### src/rtl/det_frame_ctrl.sv
// Frame controller for a serial 1010 Mealy detector: clears it, shifts a WIDTH-bit word MSB first, counts hits.
// Response is held until rsp_ready; requests are only accepted in IDLE, so rsp stall backpressures req.
module det_frame_ctrl #(
  parameter int WIDTH = 8,
  parameter int CNT_W = 4,
  parameter int IDX_W = 3
) (
  input  logic             clk,
  input  logic             rst,
  input  logic             req_valid,
  output logic             req_ready,
  input  logic [WIDTH-1:0] req_data,
  input  logic             req_ovl,
  output logic             det_rst,
  output logic             det_in,
  output logic             det_wl,
  input  logic             det_out,
  output logic             rsp_valid,
  input  logic             rsp_ready,
  output logic [CNT_W-1:0] rsp_count,
  output logic             rsp_hit,
  output logic [IDX_W-1:0] rsp_first
);

  localparam logic [1:0] IDLE  = 2'd0;
  localparam logic [1:0] CLR   = 2'd1;
  localparam logic [1:0] SHIFT = 2'd2;
  localparam logic [1:0] RESP  = 2'd3;

  localparam logic [IDX_W-1:0] IDX_LAST = IDX_W'(WIDTH - 1);
  localparam logic [CNT_W-1:0] CNT_MAX  = {CNT_W{1'b1}};

  logic [1:0]       state;
  logic             armed;
  logic [WIDTH-1:0] shreg;
  logic             ovl_q;
  logic [IDX_W-1:0] idx;
  logic             accept;

  // armed keeps req_ready low while rst is asserted and for the release cycle
  assign req_ready = armed && (state == IDLE);
  assign accept    = req_valid && req_ready;
  assign rsp_valid = (state == RESP);
  assign det_rst   = (state != SHIFT);
  assign det_in    = (state == SHIFT) && shreg[WIDTH-1];
  assign det_wl    = (state == SHIFT) && ovl_q;

  always_ff @(posedge clk or negedge rst) begin
    if (!rst) begin
      state     <= IDLE;
      armed     <= 1'b0;
      shreg     <= '0;
      ovl_q     <= 1'b0;
      idx       <= '0;
      rsp_count <= '0;
      rsp_hit   <= 1'b0;
      rsp_first <= '0;
    end else begin
      armed <= 1'b1;
      case (state)
        IDLE: begin
          if (accept) begin
            shreg     <= req_data;
            ovl_q     <= req_ovl;
            idx       <= '0;
            rsp_count <= '0;
            rsp_hit   <= 1'b0;
            rsp_first <= '0;
            state     <= CLR;
          end
        end
        CLR: begin
          state <= SHIFT;
        end
        SHIFT: begin
          if (det_out) begin
            if (rsp_count != CNT_MAX) begin
              rsp_count <= rsp_count + CNT_W'(1);
            end
            if (!rsp_hit) begin
              rsp_hit   <= 1'b1;
              rsp_first <= idx;
            end
          end
          shreg <= {shreg[WIDTH-2:0], 1'b0};
          idx   <= idx + IDX_W'(1);
          if (idx == IDX_LAST) begin
            state <= RESP;
          end
        end
        default: begin
          if (rsp_ready) begin
            state <= IDLE;
          end
        end
      endcase
    end
  end

endmodule

### config.mk
export PLATFORM = sky130hd
export DESIGN_NAME = det_frame_ctrl
export DESIGN_NICKNAME = d
export VERILOG_FILES = /design/src/rtl/det_frame_ctrl.sv
export SDC_FILE = /design/constraint.sdc
export NUM_CORES = 1
export LEC_CHECK = 0
export ABC_AREA = 1
export ABC_CLOCK_PERIOD_IN_PS = 4200
export CORE_MARGIN = 2
export CORE_UTILIZATION = 40
export CTS_BUF_LIST = sky130_fd_sc_hd__clkbuf_4
export DETAILED_ROUTE_END_ITERATION = 7
export PLACE_DENSITY = 0.74
export SYNTH_ARGS = -nofsm -noshare
export SYNTH_HDL_FRONTEND = slang
export SYNTH_SLANG_ARGS = --single-unit
### constraint.sdc
create_clock -name clk -period 4.2 [get_ports clk]
set_input_delay 0.42 -clock clk [delete_from_list [all_inputs] [get_ports clk]]
set_output_delay 0.42 -clock clk [all_outputs]
set_load 0.01 [all_outputs]
# After elaboration in Yosys (flattened, before gate mapping)
# Index checks and enable logic that the tools add are counted.
[totals] latchBits=0 wordCells=52 ram_bits=0 n_memories=0 ff_bits=23 mem_bits_ro=0
[classes] n_lt_le_gt_ge=0 n_reduce_logical=13 bitwise=0 n_addsub=2 div=0 multipliers=0 muxes=18 shift=0 eq_ne=11
[ops] op="8-bit case mux with 2 select lines" count=1
[ops] op="4-bit 2-to-1 mux" count=3
[ops] op="3-bit case mux with 2 select lines" count=2
[ops] op="3-bit 2-to-1 mux" count=3
[ops] op="8-bit 2-to-1 mux" count=1
[ops] op="2-bit != test, second input constant" count=4
[ops] op="4-bit case mux with 2 select lines" count=1
[ops] op="4-bit AND reduction" count=2
[ops] op="2-bit 2-to-1 mux" count=3
[ops] op="2-bit case mux with 3 select lines" count=1
[ops] op="3-bit AND reduction" count=2
[ops] op="4-bit by 1-bit adder with 4-bit output, second input constant" count=1
[ops] op="2-bit == test, second input constant" count=2
[ops] op="1-bit logical AND" count=4
[ops] op="2-bit by 1-bit != test with 1-bit output, second input constant" count=2
[ops] op="4-bit != test, second input constant" count=1
[ops] op="2-bit AND reduction" count=2
[ops] op="4-bit nonzero test" count=1
[ops] op="3-bit by 1-bit adder with 3-bit output, second input constant" count=1
[ops] op="3-bit == test, second input constant" count=1
[ops] op="2-bit by 1-bit == test with 1-bit output, second input constant" count=1
[ops] op="2-bit zero test" count=1
[ops] op="1-bit 2-to-1 mux" count=2
[ops] op="1-bit case mux with 2 select lines" count=1
[ops] op="2-bit nonzero test" count=1

# Logic depth before layout (Yosys ltp)
[logic_depth] depth_word=5 mapped_depth=9 mapped_depth_nobuf=9

# Least setup slack after synthesis
# OpenSTA, ideal clock, no wires.
[synth_timing] path_type="register to output" start="register state[0]" end="output det_in" arrival_ns=1.125 path_stages_with_launch=7 setup_slack_ns=2.655 t_required_ns=3.780 cell_sequence="dfrtp_1 -> inv_1 -> ha_1 -> buf_6 -> buf_2 -> nand2_1 -> inv_1"
[synth_via] elab_chain_len=2
[synth_lines] item="from (decl)" line="33" rtl="logic [1:0] state;"
[synth_lines] item="from (signal assigned)" line="50" rtl="state <= IDLE;"
[synth_lines] item="from (signal assigned)" line="69" rtl="state <= CLR;"
[synth_lines] item="from (signal assigned)" line="73" rtl="state <= SHIFT;"
[synth_lines] item="2-bit == test" line="45" rtl="assign det_in = (state == SHIFT) && shreg[WIDTH-1];"
[synth_lines] item="1-bit logical AND" line="45"
[synth_lines] item="to (decl)" line="15" rtl="output logic det_in,"
# Every way passes these cells.

# Worst setup path after layout
[layout_timing] start="register state[0]" end="output det_rst"
[layout_via] elab_chain_len=1
[layout_lines] item="2-bit != test" line="44" rtl="assign det_rst = (state != SHIFT);"
[layout_lines] item="to (decl)" line="14" rtl="output logic det_rst,"
# Every way passes these cells.

==> results.tsv <==
stage	metric	value	unit
status	status	finished, final reports clean	
detailed_routing	1st-pass router iterations	4	
detailed_routing	Via density	4.51	
detailed_routing	WL/cell	9.87	µm
setup_path	crit-path max FO	22	
sta	final setup margin	1.67	ns
sta	final setup fails	0	
clock_network	clock transition at the registers of the reported paths	0.12	ns
setup_path	worst setup path category	reg2out	
synth	Synth async-reset ratio	1.00	
power	Clock power frac	0.114	
power	Comb pwr share	0.511	
sta	Peak Freq	395	MHz
setup_path	Crit. End Element	output port	
clock_network	htree depth	1	
synth	register area share after synthesis	0.467	
synth	Post-synth top cells	66 x nand2_1, 23 x dfrtp_1, 19 x nor2_1	
sta	Slew @ Worst Pin	1.00	ns
sta	final worst path period share	0.603	
final_layout	share of post-route cells with drive strength above 1	0.0423	
detailed_routing	Final ANT Viol Nets	0	
power	sw frac	0.429	
setup_path	CP Cell Sequence	inv_1 -> ha_1 -> buf_4 -> inv_1 -> clkdlybuf4s50_1	
sta	Pins Over Slew Limit	0	
final_layout	fin cells	222	
detailed_routing	via count	1001	
hold_path	Min-Delay Startpoint	rsp_first[2]$_DFFE_PN0P_	
synth	top cells by area, synth	dfrtp_1 47%, nand2_1 20%, ha_1 7.1%, nor2_1 5.8%, inv_1 5.2%	
sta	unrepaired setup endpoints after global routing	false	
synth	cell count after synthesis	162	
sta	Worst Clk Skew	0.00348	ns
power	Net Switching	0.408	mW
clock_network	hold_buf cts	0	
global_routing	gr ovfl total	0	
detailed_routing	DRC violations left	0	
placed_design	GPL Wtd Cong	0.812	
sta	fin crit period	2.53	ns
sta	Max transition margin	0.331	
power	maximum VDD drop	0.250	mV
synth	synth warn	0	
detailed_routing	routed wire length	2190	µm
die	Rows	20	
die	die area	0.00354	mm²
final_layout	Fill cells	299	
clock_network	number of clock buffers inserted by TritonCTS	3	
placed_design	Place WS	2.01	ns
global_routing	pin count of the biggest net entering global routing	24	
power	P_leak	0.803	nW
final_layout	ANT cells	0	
synth	Avg Inst Size Synth	7.62	µm²
synth	Syn Std Cell Area	0.00123	mm²
die	Core Footprint	0.00300	mm²
setup_path	Worst R2R Start	state[0]$_DFFE_PN0P_	
flow_run	MaxCap Viol Count	0	
global_routing	gr usage total	0.138	
placed_design	IO Port Bufs	26	
clock_network	Root Driver	clkbuf_4	
detailed_routing	Starting DRT DRC Count	23	
clock_network	Clock Latency Late Sink	0.30	ns
setup_path	worst stage delay on the critical path	0.62	ns
synth	flops & latches, synth	23	
clock_network	clk buf depth	2	
clock_network	post-CTS setup buffers	0	
die	Die X-Extent	59.5	µm
power	Cell Pwr Density	619	mW/mm²
setup_path	Critical Path RT	3.78	ns
die	total I/O pin count	27	
placed_design	cell total after placement	218	
final_layout	P&R area growth vs syn	24.4	%
global_routing	vias in the first global route	867	
synth	Cell variety after synth	20	
clock_network	clk sinks	23	
clock_network	Post-CTS Resized	0	
synth	top-count cell post-synth	nand2_1	
die	Starting Density	0.411	
placed_design	dpl hpwl	1620	µm
die	Die Y	59.5	µm
setup_path	Slowest cell on crit path	clkdlybuf4s50_1	
setup_path	CP startpoint	state[0]$_DFFE_PN0P_	
synth	Post-synth EDFFs	0	
power	Seq pwr share	0.375	
sta	final hold vios	0	
setup_path	Worst setup SP type	register	
global_routing	global-route wire length before repair	3690	µm
final_layout	# nets final	211	
power	P_int	0.542	mW
setup_path	Worst EP arrival	2.11	ns
clock_network	CTS tree	done	
synth	Yosys top cell area share	0.467	
sta	setup TNS	0	ns
synth	Mapped Nets	183	
setup_path	Top cell by count, worst path	inv_1	
synth	leading area contributor after synthesis	dfrtp_1	
global_routing	antenna violations before repair	0	
hold_path	worst min path class	reg2reg	
synth	Most used DFF post-synth	dfrtp_1	
stage by stage:
step           instance area [µm²]  hold slack, ns  power [mW]   util
6_report                      1540           0.490       0.950  0.511
2_1_floorplan                 1230           0.124       0.714      -
3_5_place_dp                  1510           0.465       0.851  0.501
3_3_place_gp                  1510           0.463       0.844  0.501
5_1_grt                       1540           0.516        1.05  0.511
4_1_cts                       1540           0.498       0.961  0.511
power groups by stage:
stage	Clock (mW)	Sequential, mW	Combinational [mW]
3_5_place_dp	0	0.361	0.490
4_1_cts	0.112	0.356	0.492
6_report	0.108	0.357	0.486
5_1_grt	0.120	0.369	0.560
3_3_place_gp	0	0.360	0.485
2_1_floorplan	0	0.359	0.355
worst max-delay path, delay by kind of cell, from the launching register on:
family	cells	cell delay [ns]
buffers and inverters	4	1.23
DFF	1	0.39
adders and majority gates	1	0.19
cells by family (layout without fill, tap and decap cells):
kind of cell | Yosys count | after routing | synth area share
fa+ha+maj | 7 | 7 | 0.0710
simple gates | 96 | 96 | 0.311
other cells | 1 | 1 | 0.00304
compound gates | 14 | 14 | 0.0659
flops | 23 | 23 | 0.467
buf+inv | 21 | 48 | 0.0821
path summary, 6_finish.rpt:
kind / slack, ns / endpoint / depth (start not counted)
setup / recovery: 1.67 / det_rst / 5
hold / removal: 0.49 / rsp_first[2]$_DFFE_PN0P_ / 2
setup reg to reg: 2.33 / rsp_count[3]$_DFFE_PN0P_ / 9
hold reg to reg: 0.49 / rsp_first[2]$_DFFE_PN0P_ / 2
max in group asynchronous: 2.95 / rsp_first[1]$_DFFE_PN0P_ / 1
min in group asynchronous: 0.65 / shreg[4]$_DFFE_PN0P_ / 1
cell usage in the layout, fill, tap and decap left out, drive strengths merged:
cell            n
clkbuf          4
nand2          67
o31ai           1
a31oi           7
nand4           1
nand3           7
conb            1
buf             1
or2             1
a21oi           1
dfrtp          23
nor2           20
o21ai           5
inv            17
ha              7
clkdlybuf4s50  26
final cells by class:
type,count,area [µm²],area share
Sequential cell,23,576,0.375
Timing Repair Buffer,27,268,0.174
Multi-Input combinational cell,118,557,0.363
Tap cell,33,41.3,0.0269
Inverter,17,63.8,0.0416
Clock buffer,4,30.0,0.0196
layer usage:
metal | wire [µm] | global-route usage
met3 | 68 | 0.0197
met1 | 1110 | 0.183
met2 | 982 | 0.220
met5 | 0 | 0
met4 | 34 | 0.0667
flip-flops by register name, indices dropped and copies added (netlist names):
register,flops
armed,1
idx,3
ovl_q,1
rsp_count,4
rsp_first,3
rsp_hit,1
shreg,8
state,2
Power figures use the tool's default switching activity.
